==> src/rtl/serial_rx_sync_pkg.sv <==
// Shared PHY lane definitions: default comma character and the receive FSM states.
package serial_rx_sync_pkg;

  localparam logic [7:0] BC_CHAR_DEFAULT = 8'hBC;

  typedef enum logic [1:0] {
    ST_SEARCH = 2'd0,
    ST_ALIGN  = 2'd1,
    ST_SYNC   = 2'd2
  } state_t;

endpackage

==> src/rtl/serial_rx_sync.sv <==
// Serial-to-parallel receiver for one PHY lane: comma alignment, sync declaration,
// and byte delivery gated by IDL.
module serial_rx_sync
  import serial_rx_sync_pkg::*;
#(
  parameter logic [7:0]  BC_CHAR    = BC_CHAR_DEFAULT,
  parameter int unsigned SYNC_COUNT = 4
) (
  input  logic       clk,
  input  logic       reset,
  input  logic       data_in,
  output logic [7:0] data_out,
  output logic       valid_out,
  output logic       byte_stb,
  output logic       IDL
);

  localparam logic [2:0] LP_SYNC_COUNT = 3'(SYNC_COUNT);

  state_t     r_state, w_state_nxt;
  logic [7:0] r_sr, w_nxt;
  logic [2:0] r_bcnt, w_bcnt_nxt;
  logic [2:0] r_ccnt, w_ccnt_nxt;
  logic [7:0] r_data, w_data_nxt;
  logic       r_valid, w_valid_nxt;
  logic       r_stb, w_stb_nxt;
  logic       r_idl;
  logic       w_comma;
  logic       w_boundary;

  always_comb begin
    w_nxt       = {r_sr[6:0], data_in};
    w_comma     = (w_nxt == BC_CHAR);
    w_boundary  = (r_bcnt == 3'd7);
    w_state_nxt = r_state;
    w_bcnt_nxt  = r_bcnt + 3'd1;
    w_ccnt_nxt  = r_ccnt;
    w_data_nxt  = r_data;
    w_valid_nxt = r_valid;
    w_stb_nxt   = 1'b0;

    case (r_state)
      ST_SEARCH: begin
        w_bcnt_nxt = r_bcnt;
        if (w_comma) begin
          w_bcnt_nxt  = '0;
          w_ccnt_nxt  = 3'd1;
          w_state_nxt = (LP_SYNC_COUNT == 3'd1) ? ST_SYNC : ST_ALIGN;
        end
      end
      ST_ALIGN: begin
        // A failed boundary returns to SEARCH; the window is only re-examined next cycle.
        if (w_boundary) begin
          if (w_comma) begin
            w_ccnt_nxt = r_ccnt + 3'd1;
            if (r_ccnt + 3'd1 == LP_SYNC_COUNT) begin
              w_state_nxt = ST_SYNC;
            end
          end else begin
            w_ccnt_nxt  = '0;
            w_state_nxt = ST_SEARCH;
          end
        end
      end
      ST_SYNC: begin
        if (w_boundary) begin
          w_stb_nxt = 1'b1;
          if (w_comma) begin
            w_valid_nxt = 1'b0;
          end else begin
            w_data_nxt  = w_nxt;
            w_valid_nxt = 1'b1;
          end
        end
      end
      default: begin
        w_state_nxt = ST_SEARCH;
        w_bcnt_nxt  = '0;
        w_ccnt_nxt  = '0;
      end
    endcase
  end

  always_ff @(posedge clk or posedge reset) begin
    if (reset) begin
      r_state <= ST_SEARCH;
      r_sr    <= '0;
      r_bcnt  <= '0;
      r_ccnt  <= '0;
      r_data  <= '0;
      r_valid <= 1'b0;
      r_stb   <= 1'b0;
      r_idl   <= 1'b0;
    end else begin
      r_state <= w_state_nxt;
      r_sr    <= w_nxt;
      r_bcnt  <= w_bcnt_nxt;
      r_ccnt  <= w_ccnt_nxt;
      r_data  <= w_data_nxt;
      r_valid <= w_valid_nxt;
      r_stb   <= w_stb_nxt;
      r_idl   <= (w_state_nxt == ST_SYNC);
    end
  end

  assign data_out  = r_data;
  assign valid_out = r_valid;
  assign byte_stb  = r_stb;
  assign IDL       = r_idl;

endmodule

==> config.mk <==
export PLATFORM = sky130hd
export DESIGN_NAME = serial_rx_sync
export DESIGN_NICKNAME = d
export VERILOG_FILES = /design/src/rtl/serial_rx_sync_pkg.sv /design/src/rtl/serial_rx_sync.sv
export SDC_FILE = /design/constraint.sdc
export NUM_CORES = 1
export LEC_CHECK = 0
export CAP_MARGIN = 5
export CORE_ASPECT_RATIO = 0.8
export CORE_MARGIN = 3
export CORE_UTILIZATION = 60
export CTS_BUF_LIST = sky130_fd_sc_hd__clkbuf_8
export DETAILED_ROUTE_END_ITERATION = 6
export GPL_ROUTABILITY_DRIVEN = 0
export HOLD_SLACK_MARGIN = 0.1
export PLACE_DENSITY = 0.95
export SETUP_SLACK_MARGIN = 0.2
export SYNTH_ARGS = -nofsm -noshare
export SYNTH_HDL_FRONTEND = slang
export SYNTH_SLANG_ARGS = --single-unit
==> constraint.sdc <==
create_clock -name clk -period 3.6 [get_ports clk]
set_input_delay 0.54 -clock clk [delete_from_list [all_inputs] [get_ports clk]]
set_output_delay 0.54 -clock clk [all_outputs]
set_load 0.05 [all_outputs]
==> impl.org <==
** Route
- Final antenna-violating net count :: 0
- Avg Vias per Cell :: 5.73
- Detailed router's first-iteration violation count :: 23
- Average detailed-routed wire length per instance :: 16.2 um
- For this block, the routed nets add up to 2110 um of wire.
- Number of optimization iterations in the first detailed-route pass :: 4
- For this run, design rule violations remaining after detail routing come to 0.
- Total via count in the routed design :: 745

** Yosys
- Leading post-synthesis cells by cell area :: sky130_fd_sc_hd__dfrtp_1 (56%), sky130_fd_sc_hd__ha_1 (9.7%), sky130_fd_sc_hd__mux2_2 (7.8%)
- Cell area after technology mapping :: 0.00116 mm^2
- Leading cell types by count after synthesis :: sky130_fd_sc_hd__dfrtp_1 (26), sky130_fd_sc_hd__ha_1 (9), sky130_fd_sc_hd__mux2_2 (8), sky130_fd_sc_hd__inv_1 (7)
- Counting flops and latches in the post-synthesis netlist gives 26.
- A synthesized cell averages 12.8 um^2.
- Counting flops with a built-in enable in the synthesized netlist gives 0.
- Portion of the post-synthesis area used by sequential elements :: 56.0%
- Number of warning messages in the yosys log :: 0
- Async SR Flop Fraction :: 100%
- Cells after Synth :: 91
- Syn Nets :: 103
- Cell accounting for the most synthesized area :: sky130_fd_sc_hd__dfrtp_1
- Fraction of synthesized cell area taken by the top area cell type :: 56.0%
- The number of different library cells used by synthesis comes to 24.
- In the synthesized netlist the dominant register cell turns out to be sky130_fd_sc_hd__dfrtp_1.
- sky130_fd_sc_hd__dfrtp_1 is the most common cell in the netlist.

** Placement
- Count of input and output buffers :: 13
- Detailed placement ended at an HPWL of 1520 um.

** Clock network
- For this design, the CTS-stage hold fixing added 0 buffers.
- After clock tree synthesis, the clock-pin slew on the worst setup and hold paths is 0.08 ns.
- Number of CTS-inserted buffers :: 3
- CTS resizes :: 0
- Clock tree from TritonCTS :: built
- Clock sink total :: 26
- H-tree levels :: 1
- No sink is reached through more buffers than the 2 on the longest clock path.
- Clock latency on the worst-skew pair, taken at its later pin, is 0.26 ns.
- Cell at the root of the clock tree :: sky130_fd_sc_hd__clkbuf_8
- The number of setup buffers added after CTS is 0.

** Floorplan
- For this configuration, the core starts out at a cell density of 67.4%.
- The die covers 0.00250 mm^2.
- Pin placement for this block handled 14 I/O pins.
- Horizontal die dimension :: 55.2 um
- Area of the core :: 0.00172 mm^2
- The floorplan step set the die height to 45.4 um.
- After floorplanning, the core was divided into 13 placement rows.

** Timing
- Transition time at the pin with the least slew margin :: 0.914 ns
- Fin Setup TNS :: 0 ns
- The worst path needs 1.99 ns of the cycle, external delays included.
- Final setup violation count :: 0
- Dividing the final minimum period by the clock period gives 55.2%.
- Final Hold Fails :: 0
- Number of max-slew violations in the final report :: 0
- Max Clock Freq :: 503 MHz
- Worst clock skew :: 0.00200 ns
- RSZ-0062 raised after global routing :: no
- Worst slew margin :: 39.0%

** Setup path
- The worst register-to-register path begins at r_state[1].
- Along the worst path, the maximum fanout reaches 2.
- In this design, the largest share of critical-path delay is due to buffers and inverters.
- Launching element of the worst setup path :: data_out[5]
- Cell-by-cell listing of the critical path :: clkdlybuf4s50_1
- Endpoint type of the worst setup path :: output pin
- Slowest CP cell :: sky130_fd_sc_hd__clkdlybuf4s50_1
- Together, buffers and inverters on the worst path number 1.
- Longest individual stage delay on the worst path :: 0.82 ns
- Critical Setup Path Class :: reg -> out
- CP Launch Type :: register
- For the worst setup path, the data required time is 3.06 ns.
- Data on the critical path arrives at its endpoint at 1.45 ns.

** Finish
- FF/Latch Area :: 651 um^2
- Fill cells in the final layout number 116.
- At the end of the flow, the number of nets in the layout was 121.
- The number of antenna diodes in the final layout is 0.
- The multi-input combinational cells in the finished layout cover a total of 485 um^2.
- Share of layout cells above drive strength 1 :: 16.7%
- The area growth from synthesis to layout is 18.3%.

** Power
- Share of total power in sequential cells :: 57.5%
- In this run the power density over the cells is 394 mW/mm^2.
- Summed over all nets, the switching power comes to 0.121 mW.
- Internal cell power :: 0.420 mW
- The share of total power dissipated in combinational logic is 9.4%.
- The design draws 0.541 mW.
- Net switching is 22.4% of the power.
- The clock network accounts for 33.1% of the total power.
- Across the VDD grid, the largest voltage drop is 0.000360 V.
- Leakage dissipation :: 0.643 nW

** Global route
- Across every metal layer, demand over resource in global routing totals 19.8%.
- Via count of the first global-routing pass :: 757
- The first global-routing pass estimated 3670 um of wire.
- Pin count of the biggest net entering global routing :: 27
- Antenna violations before repair :: 0
- After global routing the overflow that remains totals 0.

** Min path
- The startpoint identified for the worst hold timing path is r_sr[1].
- Type of the tightest min-delay check :: reg -> reg

** Run status
- Result of the run :: finished clean

** Job
- The tool flagged a number of max-cap violations equal to 0.
-- cell families after synthesis --
group	synth area share (%)
muxes	8.61
AOI/OAI and AO/OA	10.6
DFF	56.0
buffers and inverters	2.26
xor gates and xnor gates	0.754
and+or+nand+nor	12.2
adders and majority gates	9.69
-- layout by cell type (no fill, tap or decap), drive strengths merged --
cell type       n
a32oi           1
mux2i           1
or3             1
xnor2           1
a21oi           6
nand4bb         1
clkbuf          4
o2bb2ai         2
ha              9
and2            2
nor2b           2
a21bo           1
o21ba           1
dfrtp          26
nand2b          1
and4bb          1
clkdlybuf4s50  13
and4b           1
o21ai           5
a21o            1
nor2            3
nand3           4
nand2           6
inv             7
mux2            8
-- metrics by stage --
stage	cells	hold WS [ns]	setup WS, ns	cell area (um^2)	util [%]
after floorplan	91	0.362	2.00	1160	-
after global placement	126	0.373	1.41	1320	76.6
after detailed placement	126	0.384	1.35	1320	76.6
after CTS	130	0.411	1.60	1380	79.8
after global routing	130	0.417	1.56	1380	79.8
final	130	0.409	1.61	1380	79.8
-- power groups by stage --
stage	Combinational [mW]	Sequential [mW]	Clock (mW)
after floorplan	0.0362	0.316	0
after global placement	0.0474	0.316	0
after detailed placement	0.0496	0.317	0
after CTS	0.0511	0.311	0.184
after global routing	0.0574	0.313	0.196
final	0.0511	0.311	0.179
-- worst paths after layout --
| kind | end | slack, ns | depth (start not counted) |
|---|---|---|---|
| max | data_out[5] | 1.61 | 1 |
| min | r_sr[2] | 0.41 | 0 |
| max reg2reg | IDL | 1.89 | 5 |
| min reg2reg | r_sr[2] | 0.41 | 0 |
| max in group asynchronous | r_ccnt[2] | 2.26 | 2 |
| min in group asynchronous | data_out[0] | 0.78 | 2 |
-- area by class of cell --
| cell class | instances | area share [%] |
|---|---|---|
| Multi-Input combinational cell | 58 | 35.3 |
| Clock buffer | 4 | 4.00 |
| Tap cell | 22 | 2.00 |
| Sequential cell | 26 | 47.3 |
| Inverter | 7 | 1.91 |
| Timing Repair Buffer | 13 | 9.46 |
-- flip-flops by register name, summed over array words and instances (netlist names) --
signal	cells
r_sr	7
valid_out	1
r_bcnt	3
data_out	8
byte_stb	1
r_ccnt	3
r_state	2
IDL	1
-- metal layers --
layer	vias up	share of wire, %	global-route usage (%)
li1	352	-	-
met1	358	43	23.8
met2	26	49	35.6
met3	9	5.0	5.14
met4	0	2.9	6.31
met5	-	0	0
Power figures use the tool's default switching activity.
